File: config.mk
export PLATFORM = sky130hd
export DESIGN_NAME = shift_right_unit
export DESIGN_NICKNAME = d
export VERILOG_FILES = /design/src/rtl/shift_right_unit_pkg.sv /design/src/rtl/shr_stage.sv /design/src/rtl/shift_right_unit.sv
export SDC_FILE = /design/constraint.sdc
export NUM_CORES = 1
export LEC_CHECK = 0
export CORE_MARGIN = 3
export CORE_UTILIZATION = 28
export CTS_CLUSTER_SIZE = 8
export DETAILED_ROUTE_END_ITERATION = 10
export HOLD_SLACK_MARGIN = 0.08
export MAX_ROUTING_LAYER = met4
export SYNTH_ARGS = -nofsm -noshare
export SYNTH_HDL_FRONTEND = slang
export SYNTH_SLANG_ARGS = --single-unit
File: constraint.sdc
create_clock -name clk -period 2.58 [get_ports clk]
set_input_delay 0.258 -clock clk [delete_from_list [all_inputs] [get_ports clk]]
set_output_delay 0.258 -clock clk [all_outputs]
set_load 0.05 [all_outputs]
File: src/rtl/shift_right_unit_pkg.sv
// Shared definitions for the multi-cycle right shifter and the ALU decoder.
// Provides the FSM state enum, the default stage count and the SRL/SRA/ROTR opcodes.
// No logic; constants and types only.
package shifter_pkg;

   localparam int SHR_WIDTH  = 32;
   localparam int SHR_STAGES = $clog2(SHR_WIDTH);

   typedef enum logic [1:0] {
      SHR_IDLE  = 2'd0,
      SHR_SHIFT = 2'd1,
      SHR_DONE  = 2'd2
   } shr_state_t;

   // Right-shift opcodes as seen by the ALU decoder.
   typedef enum logic [1:0] {
      SHR_OP_SRL  = 2'd0,
      SHR_OP_SRA  = 2'd1,
      SHR_OP_ROTR = 2'd2
   } shr_op_t;

endpackage

File: src/rtl/shr_stage.sv
// Single combinational right-shift stage: shifts by 2^k when enabled, filling vacated bits.
// Ports: i_data operand, i_k stage index, i_en stage enable (shamt bit k), i_fill fill bit,
//        i_rot selects rotate (vacated bits take the bits shifted out), o_data result.
module shr_stage #(
   parameter int WIDTH = 32,
   parameter int KW    = 3
) (
   input  logic [WIDTH-1:0] i_data,
   input  logic [KW-1:0]    i_k,
   input  logic             i_en,
   input  logic             i_fill,
   input  logic             i_rot,
   output logic [WIDTH-1:0] o_data
);

   localparam int AW = $clog2(WIDTH) + 1;

   logic [AW-1:0]    w_amt;
   logic [AW-1:0]    w_ramt;
   logic [WIDTH-1:0] w_shifted;
   logic [WIDTH-1:0] w_mask;
   logic [WIDTH-1:0] w_wrap;

   always_comb begin
      w_amt     = AW'(1) << i_k;
      // Stage amounts never exceed WIDTH/2, so the wrap distance is always in range.
      w_ramt    = AW'(WIDTH) - w_amt;
      w_shifted = i_data >> w_amt;
      w_mask    = ~({WIDTH{1'b1}} >> w_amt);
      w_wrap    = i_data << w_ramt;
      if (!i_en) begin
         o_data = i_data;
      end else if (i_rot) begin
         o_data = w_shifted | w_wrap;
      end else begin
         o_data = w_shifted | (i_fill ? w_mask : '0);
      end
   end

endmodule

File: src/rtl/shift_right_unit.sv
// Multi-cycle SRL/SRA (and ROTR when SHIFT_RIGHT_ROTATE_EN is defined) for the execute stage.
// Ports: in_valid/in_ready/data_in/shamt/arith/rotate request side, out_valid/out_ready/data_out
//        result side, busy status. One shamt bit resolved per cycle, LSB first.
module shift_right_unit
   import shifter_pkg::*;
#(
   parameter int WIDTH     = 32,
   parameter int SHAMT_W   = 6,
   parameter int SKIP_ZERO = 0
) (
   input  logic               clk,
   input  logic               rst,
   input  logic               in_valid,
   output logic               in_ready,
   input  logic [WIDTH-1:0]   data_in,
   input  logic [SHAMT_W-1:0] shamt,
   input  logic               arith,
   input  logic               rotate,
   output logic               out_valid,
   input  logic               out_ready,
   output logic [WIDTH-1:0]   data_out,
   output logic               busy
);

   localparam int STAGES = $clog2(WIDTH);
   localparam int KW     = (STAGES > 1) ? $clog2(STAGES) : 1;

   shr_state_t         r_state;
   shr_state_t         w_state_nxt;
   logic [WIDTH-1:0]   r_acc;
   logic [WIDTH-1:0]   r_dout;
   logic [SHAMT_W-1:0] r_shamt;
   logic               r_fill;
   logic [KW-1:0]      r_k;

   logic [WIDTH-1:0]   w_stage;
   logic [WIDTH-1:0]   w_final;
   logic               w_rot;
   logic               w_last;
   logic               w_hi_zero;
   logic               w_skip;
   logic               w_over;
   logic               w_finish;

`ifdef SHIFT_RIGHT_ROTATE_EN
   logic r_rot;

   always_ff @(posedge clk or posedge rst) begin
      if (rst) begin
         r_rot <= 1'b0;
      end else if (r_state == SHR_IDLE && in_valid) begin
         r_rot <= rotate;
      end
   end

   assign w_rot = r_rot;
`else
   logic w_unused_rotate;
   assign w_unused_rotate = rotate;
   assign w_rot           = 1'b0;
`endif

   shr_stage #(
      .WIDTH (WIDTH),
      .KW    (KW)
   ) u_stage (
      .i_data (r_acc),
      .i_k    (r_k),
      .i_en   (r_shamt[r_k]),
      .i_fill (r_fill),
      .i_rot  (w_rot),
      .o_data (w_stage)
   );

   always_comb begin
      w_last    = (r_k == KW'(STAGES - 1));
      // Remaining stages [STAGES-1:k] contribute nothing when their shamt bits are all zero.
      w_hi_zero = ((r_shamt[STAGES-1:0] >> r_k) == '0);
      w_skip    = (SKIP_ZERO != 0) && w_hi_zero && (!r_shamt[SHAMT_W-1] || w_rot);
      w_finish  = w_last || w_skip;
      // Amounts >= WIDTH flush the whole word to fill; rotation takes the amount modulo WIDTH.
      w_over    = r_shamt[SHAMT_W-1] && !w_rot;
      w_final   = w_over ? {WIDTH{r_fill}} : w_stage;
   end

   always_comb begin
      w_state_nxt = r_state;
      case (r_state)
         SHR_IDLE:  if (in_valid)  w_state_nxt = SHR_SHIFT;
         SHR_SHIFT: if (w_finish)  w_state_nxt = SHR_DONE;
         SHR_DONE:  if (out_ready) w_state_nxt = SHR_IDLE;
         default:                  w_state_nxt = SHR_IDLE;
      endcase
   end

   always_ff @(posedge clk or posedge rst) begin
      if (rst) begin
         r_state <= SHR_IDLE;
         r_acc   <= '0;
         r_dout  <= '0;
         r_shamt <= '0;
         r_fill  <= 1'b0;
         r_k     <= '0;
      end else begin
         r_state <= w_state_nxt;
         case (r_state)
            SHR_IDLE: begin
               if (in_valid) begin
                  r_acc   <= data_in;
                  r_shamt <= shamt;
                  r_fill  <= arith & data_in[WIDTH-1];
                  r_k     <= '0;
               end
            end
            SHR_SHIFT: begin
               r_acc <= w_stage;
               r_k   <= r_k + KW'(1);
               // Result register only changes on entry to DONE, so data_out is stable while valid.
               if (w_finish) begin
                  r_dout <= w_final;
               end
            end
            default: ;
         endcase
      end
   end

   assign in_ready  = (r_state == SHR_IDLE);
   assign out_valid = (r_state == SHR_DONE);
   assign busy      = (r_state != SHR_IDLE);
   assign data_out  = r_dout;

endmodule

# Word level (Yosys, flattened, before mapping)
# Index checks and enable logic that the tools add are counted.
# totals
regBits	76
word_cells	40
out_inout_bits	35
# classes
n_addsub	1
n_mux	13
magnitude_cmp	1
bitwise	3
shifts	3
eq_ne	6
n_reduce_logical	7
# op_table
operator	count
2-to-1 mux 32 bit	4
one-hot mux 32 bit (2 select lines)	1
inverter 32 bit	1
OR 32 bit	1
right shift 32 x 6 -> 32 bit	1
right shift 32 x 6 -> 32 bit, first input constant	1
2-to-1 mux 2 bit	3
one-hot mux 2 bit (3 select lines)	1
one-hot mux 3 bit (2 select lines)	1
AND reduction 2 bit	3
left shift 1 x 3 -> 6 bit, first input constant	1
< comparator 3 x 4 -> 1 bit, second input constant	1
inequality test 2 bit, second input constant	2
nonzero test 2 bit	2
adder 3 x 1 -> 3 bit, second input constant	1
binary-select mux 1 bit (select 3 bit)	1
equality test 3 bit, second input constant	1
2-to-1 mux 3 bit	1
AND reduction 3 bit	1
equality test 2 x 1 -> 1 bit, second input constant	1
equality test 2 bit, second input constant	1
zero test 2 bit	1
inequality test 2 x 1 -> 1 bit, second input constant	1
bitwise AND 1 bit	1
2-to-1 mux 1 bit	1

# Depth between registers and ports, before layout
# Gate-level depths: netlist of the first run.
# depth
word_depth	7
ltp_mapped	12
ltp_nobuf	8

# By module
# Synthesis of the first run repeated with hierarchy kept, for this count alone.
# hier_totals
cells_unflattened	927
area_unflattened_um2	7284.5
# by_module_without_submodules
mod	cells_each	area_each_um2	seq_area_each_um2	n_inst
shr_stage	592	3837.4	0.0	1
shift_right_unit	335	3447.1	1901.8	1

# Worst setup path after synthesis of the first run
# OpenSTA, ideal clock, no wires.
# synth_path
kind	reg2reg
start	register r_k[1]
end	register r_dout[0], in the netlist data_out[0]
t_arrival_ns	2.229
required_time_ns	2.445
slack_ns	0.216
period_less_slack_ns	2.364
path_buffers	2
path_stages_with_launch	11
setup_ns	0.135
path_cell_list	dfrtp_1 -> inv_1 -> ha_1 -> buf_2 -> buf_2 -> mux2_2 -> a221oi_1 -> o31ai_1 -> a22o_1 -> a21oi_1 -> o211ai_1
# synth_via
elab_chain_len	7
elab_cells_between_ends	12
# synth_lines
item	line_no	source
from (decl)	shift_right_unit.sv:34	logic [KW-1:0] r_k;
from (signal assigned)	shift_right_unit.sv:117	r_k <= r_k + KW'(1);
left shift 1 x 3 -> 6 bit	shr_stage.sv:25	w_amt = AW'(1) << i_k;
right shift 32 x 6 -> 32 bit	shr_stage.sv:29	w_mask = ~({WIDTH{1'b1}} >> w_amt);
inverter 32 bit	shr_stage.sv:29	
2-to-1 mux 32 bit	shr_stage.sv:36	o_data = w_shifted | (i_fill ? w_mask : '0);
OR 32 bit	shr_stage.sv:36	
2-to-1 mux 32 bit	shr_stage.sv:31	if (!i_en) begin
2-to-1 mux 32 bit	shift_right_unit.sv:83	w_final = w_over ? {WIDTH{r_fill}} : w_stage;
to (signal assigned)	shift_right_unit.sv:120	r_dout <= w_final;
to (decl)	shift_right_unit.sv:31	logic [WIDTH-1:0] r_dout;
# Several ways; a longest one is shown, not always the timed one. The select of a mux whose other input is x is not followed.
# A chain may end at the register's enable or synchronous reset.

# Final worst setup path of the first run
# layout_path
start	register r_k[1]
end	register r_dout[5], in the netlist data_out[5]
# The elaborated chain is that of the path after synthesis.

==> run metrics, run 1 <==
status finished, final reports clean; vias per inst about 6; Skew-Pair Late Insertion Delay between 300 and 400 ps; Die Ht between 150 and 200 um; initial core utilization between 20% and 30%; Area contributors post-synth dfrtp_1 (30%), o21ai_0 (5.4%), mux2i_1 (5.2%); antenna-violating nets left 0; Post-synth EDFFs 0; Ant. Diodes 0; vias in the first global route about 6900; maximum number of pins on one net before global-route repair 52; Synth area leader dfrtp_1; nature of the critical path endpoint register; total number of vias 7130; post-layout min period roughly 2500 ps; top cell type's share of synthesized area 29.94%; achievable clock frequency ~400 MHz; Avg WL per Cell about 23 um; Max-cap violations 0; DR DRC count 0; Slew Limit Fails 0; synthesized area per cell roughly 8.1 um2; global-route wire length before repair 42820 um; Mapped Cells 781; Num CTS Buffers 9; Placer Congestion between 1 and 1.5; critical path required time around 2800 ps; clock buffer depth 2; setup TNS 0 ps; syn_nets around 830; fill cell count 2256; count of cell types in the netlist 70; clk slew on worst S/H paths roughly 60 ps; commonest non-fill, non-tap cells in the layout buf_4 (119), nand2_1 (85), clkdlybuf4s50_1 (77); Post-Syn Area around 6400 um2; fraction of registers with async set/reset 100.0%; Setup crit start kind register; H-tree depth 3; initial antenna violation count 0; final wirelength between 20000 and 30000 um; dpl hpwl approximately 22000 um; # nets final roughly 1000; port bufs between 70 and 80; Core Area about 22000 um2; GR Overflow Total 0; yosys warns 0; initial DRC count about 900; fraction of layout cells with a size suffix above 1 roughly a fifth; die width between 150 and 200 um; Finish-stage setup viols 0; Synth Flop Type dfrtp_1; Seq/Total Area, Yosys around 30%; Slew @ Worst Pin 753.0 ps; Rows 54; Hold Path Class in -> async; Seq cells post-synth 76; Slew HR 49.80%; crit-path max FO 18; Root Driver clkbuf_16; crit path DAT between 2000 and 3000 ps; IO Pins 79; full die area between 20000 and 25000 um2; Layout Skew ~12 ps; CTS tree built; GR Util All Layers about a quarter; final worst-path cycle share 97.14%; Final Hold Violating Endpoints 0; most common cell after layout, fill and taps aside buf_4; RSZ-0062 raised after global routing yes; Crit Path Class reg -> reg; Layout Area Growth over Synthesis 35.73%; CTS sink count 76; Pre-antenna DRT Iters 8
[what timing repair did]
item,4_1_cts,5_1_grt
gates cloned,0,0
hold buffers,0,0
resized for setup,3,14
buffers inserted,0,3
pin swaps,0,2
setup endpoints to repair,3,41
[per-stage QoR]
| stage | hold slack [ps] | worst slack, ps | area, um2 | utilization, % | cells |
|---|---|---|---|---|---|
| 2_1_floorplan | 363.4 | 215.7 | 6352 | - | 781 |
| 3_3_place_gp | 461.4 | 12.38 | 8229 | 37.36 | 1185 |
| 6_report | 235.2 | 73.82 | 8622 | 39.14 | 1204 |
| 3_5_place_dp | 468.4 | -15.41 | 8229 | 37.36 | 1185 |
| 5_1_grt | 274.4 | -53.94 | 8622 | 39.14 | 1204 |
| 4_1_cts | 254.8 | 10.46 | 8551 | 38.82 | 1201 |
[Yosys cell counts, types with 9 or more instances]
library cell and count:
mux4_2 9, a21oi_1 49, dfrtp_1 76, nor2_1 53, nand3_1 24, nand2_1 85, o21ai_0 68, o211ai_1 31
mux2i_1 33, buf_2 25, a2bb2oi_1 11, o31ai_1 14, and3_1 13, nand2b_1 15, nor3b_1 12, inv_1 12
clkbuf_1 42, a22oi_1 37, a31oi_1 10
[registers in the layout (all words and copies together) (netlist names)]
| signal | flops |
|---|---|
| r_state | 2 |
| r_shamt | 6 |
| r_fill | 1 |
| data_out | 32 |
| r_k | 3 |
| r_acc | 32 |
[worst max-delay path: stages, from the launching register on]
cell	delay, ps
dfrtp_1	370
inv_1	130
ha_2	250
buf_12	170
nor3b_2	170
buf_4	200
nand2_1	70
o211ai_1	290
o21ai_1	150
nor4b_2	410
o21ai_0	150
[worst paths after layout]
path                            start           end  slack (ps)  cells past startpoint
max                            r_k[1]   data_out[5]          70                     10
min                               rst  data_out[30]         240                      2
max reg2reg                    r_k[1]   data_out[5]          70                     10
min reg2reg                r_shamt[3]    r_shamt[3]         480                      2
max in group asynchronous         rst      r_acc[2]        1710                      3
min in group clk             shamt[4]    r_shamt[4]         440                      3
[logic make-up after synthesis]
family	share of synthesized area, %
adders and majority gates	1.576
and+or+nand+nor	19.70
AOI/OAI and AO/OA	32.52
DFF	29.94
buffers and inverters	6.815
muxes	9.454
[routing by layer]
metal  track usage (%)  up-vias  share of wire (%)
met5                 -        -                  0
met1             31.71     3428                 43
met3             3.844       80                7.6
li1                  -     3239                  -
met2             35.04      383                 45
met4             8.920        0                4.5
[area by class of cell]
| cell class | count | area [um2] | area share, % |
|---|---|---|---|
| Timing Repair Buffer | 209 | 1924 | 22.32 |
| Tap cell | 280 | 350.3 | 4.063 |
| Clock inverter | 6 | 70.07 | 0.8127 |
| Sequential cell | 76 | 1902 | 22.06 |
| Inverter | 14 | 53.80 | 0.6240 |
| Multi-Input combinational cell | 609 | 4083 | 47.35 |
| Clock buffer | 10 | 239.0 | 2.772 |
Power of run 1 is left out: the tool's default activity adds up to more than one toggle a clock period on the data nets, which glitch-free logic cannot reach.
==> inputs of run 2 (changes only) <==
- SLEW_MARGIN: default -> 20
==> results of run 2 <==
Final layout, timing and power as in run 1 (identical DEF).
Power of run 2 is left out for the same reason.
==> inputs of run 3 (changes only) <==
- ABC_AREA: default -> 1
- CTS_CLUSTER_DIAMETER: default -> 40
==> run metrics, run 3 <==
Core Util, Final 36.98% (-2.2 points); Avg WL per Cell 17.26 um (-26%); Synth Flop Type dfrtp_1; synthesized area per cell 6.603 um2 (-19%); RSZ-0062 raised after global routing no; IO Pins 79 (unchanged); H-tree depth 3 (unchanged); syn_nets 924 (+11%); synth cell count leaders nand2_1 (267), nand3_1 (225), dfrtp_1 (76); Max-cap violations 0 (unchanged); fraction of registers with async set/reset 100.0% (unchanged); Placer Congestion 0.9697 (-3.4%); Final Instance Area 7338 um2 (-15%); yosys warns 0 (unchanged); full die area 22320 um2 (-9.0%); Core Area 19850 um2 (-9.9%); final worst-path cycle share 91.62% (-5.5 points); maximum number of pins on one net before global-route repair 40 (-23%); CTS tree built; Pre-antenna DRT Iters 7 (-1); vias per inst 5.102 (-14%); Seq/Total Area, Yosys 33.03% (+3.1 points); Seq cells post-synth 76 (unchanged); port bufs 77 (unchanged); global-route wire length before repair 34360 um (-20%); die width 149.4 um (-4.6%); multi-input logic area 3331 um2 (-18%); Rows 51 (-5.6%); dpl hpwl 16470 um (-24%); fill cell count 2138 (-5.2%); post-placement cell area 6998 um2 (-15%); Final Hold Violating Endpoints 0 (unchanged); slowest CP cell dfrtp_1; GR Util All Layers 20.08% (-3.3 points); achievable clock frequency 423.1 MHz (+6.0%); Crit Path Class reg -> reg; crit-path max FO 19 (+1); most common cell after layout, fill and taps aside nand2_1; CTS hold repair buffers 0 (unchanged); status finished, final reports clean; Layout Area Growth over Synthesis 27.44%; DR DRC count 0 (unchanged); Area contributors post-synth dfrtp_1 (33%), nand3_1 (20%), nand2_1 (17%); Setup crit start kind register; Num CTS Buffers 9 (unchanged); WHS 294.0 ps (+58.84 ps); initial DRC count 468 (-48%); Root Driver clkbuf_16; Post-synth EDFFs 0 (unchanged); initial antenna violation count 0 (unchanged); commonest non-fill, non-tap cells in the layout nand2_1 (267), nand3_1 (225), clkdlybuf4s50_1 (77); Hold Path Class in -> async; Skew-Pair Late Insertion Delay 350 ps (about the same); setup TNS 0 ps (unchanged); antenna-violating nets left 0 (unchanged); Ant. Diodes 0 (unchanged); CP delay by family, top simple AND/OR/NAND/NOR gates; count of cell types in the netlist 32 (-54%); Layout Skew 6.357 ps (-5.855 ps); leading cell type by number of instances after synthesis nand2_1; Slew Limit Fails 0 (unchanged); clk slew on worst S/H paths 60 ps (about the same); final wirelength 21230 um (-25%); Reg area 1902 um2 (unchanged); CP max stage delay 380 ps (-30 ps); Slew HR 57.21% (+7.4 points); Mapped Cells 872 (+12%); GR Overflow Total 0 (unchanged); WP buf/inv 2 (-1); Post-Syn Area 5758 um2 (-9.4%); CP cell instances buf_4 > ha_1 > nand2_4 > buf_4 > nand3_1 > nand2_1 > nand2_1 > nand2_1 > nand2_1 > nand3_1 > nand3_1 > nand3_1 > a21oi_1; Slew @ Worst Pin 641.1 ps (-111.8 ps); fraction of layout cells with a size suffix above 1 11.71% (-9.1 points); top cell type's share of synthesized area 33.03% (+3.1 points); # nets final 1012 (+4.2%); clock buffer depth 2 (unchanged); total number of vias 6275 (-12%); post-layout min period 2364 ps (-142.5 ps); nature of the critical path endpoint register; critical path required time 2810 ps (+20 ps); Die Ht 149.4 um (-4.6%); Synth area leader dfrtp_1; vias in the first global route 6255 (-9.0%); crit path DAT 2590 ps (-130 ps); initial core utilization 29.01% (+0.17 points); Finish-stage setup viols 0 (unchanged); CTS sink count 76 (unchanged)
run 3: cell types whose count changed after synthesis, moves of 12 or more:
cell / before / now
nand3_1: 24 / 225
o31ai_1: 14 / 2
nand2_1: 85 / 267
nor3b_1: 12 / 0
inv_1: 12 / 48
mux2i_1: 33 / 0
nand2b_1: 15 / 0
o21ai_0: 68 / 10
clkbuf_1: 42 / 14
a22oi_1: 37 / 0
and3_1: 13 / 0
nand3_2: 0 / 12
run 3: worst register-to-register path, stage by stage, from the launching register on:
cell	delay, ps
dfrtp_1	380
buf_4	160
ha_1	290
nand2_4	120
buf_4	260
nand3_1	150
nand2_1	140
nand2_1	90
nand2_1	80
nand2_1	60
nand3_1	120
nand3_1	130
nand3_1	180
a21oi_1	90
run 3: layout make-up:
| class | instances | area share [%] |
|---|---|---|
| well taps | 265 | 4.518 |
| flip-flops and latches | 76 | 25.92 |
| repair buffers | 131 | 16.71 |
| clock inverters | 5 | 1.125 |
| multi-input cells | 687 | 45.39 |
| clock buffers | 11 | 3.444 |
| inverters | 55 | 2.899 |
run 3: cell families after synthesis:
group	Yosys count	synth area share (%)
AOI/OAI and AO/OA	108	11.69
adders and majority gates	8	1.738
buffers and inverters	109	9.213
DFF	76	33.03
and+or+nand+nor	571	44.33
run 3: path summary, 6_finish.rpt:
check,from,endpoint,slack [ps],cells past startpoint
min in group clk,shamt[4],r_shamt[4],440,3
setup / recovery,r_k[0],data_out[6],220,13
setup reg to reg,r_k[0],data_out[6],220,13
hold / removal,rst,data_out[6],290,2
hold reg to reg,r_shamt[3],r_shamt[3],480,2
max in group asynchronous,rst,data_out[9],1700,3
run 3: layer usage:
metal / vias to the layer above / track usage (%) / routed length (um)
met5: - / - / 0
met3: 31 / 3.251 / 1204
met4: 0 / 5.584 / 417
li1: 3096 / - / -
met2: 217 / 30.38 / 9535
met1: 2931 / 27.92 / 10070
run 3: per-stage QoR:
stage / instances / setup WS [ps]
2_1_floorplan: 872 / 295.4
4_1_cts: 1230 / 235.0
3_3_place_gp: 1214 / 236.3
5_1_grt: 1230 / 27.95
3_5_place_dp: 1214 / 243.0
6_report: 1230 / 216.3
run 3: repair_timing:
action,CTS,global route
setup buffers,0,0
setup endpoints to repair,0,2
gates resized for setup,0,1
endpoints found under the hold margin,0,0
Power of run 3 is left out for the same reason.
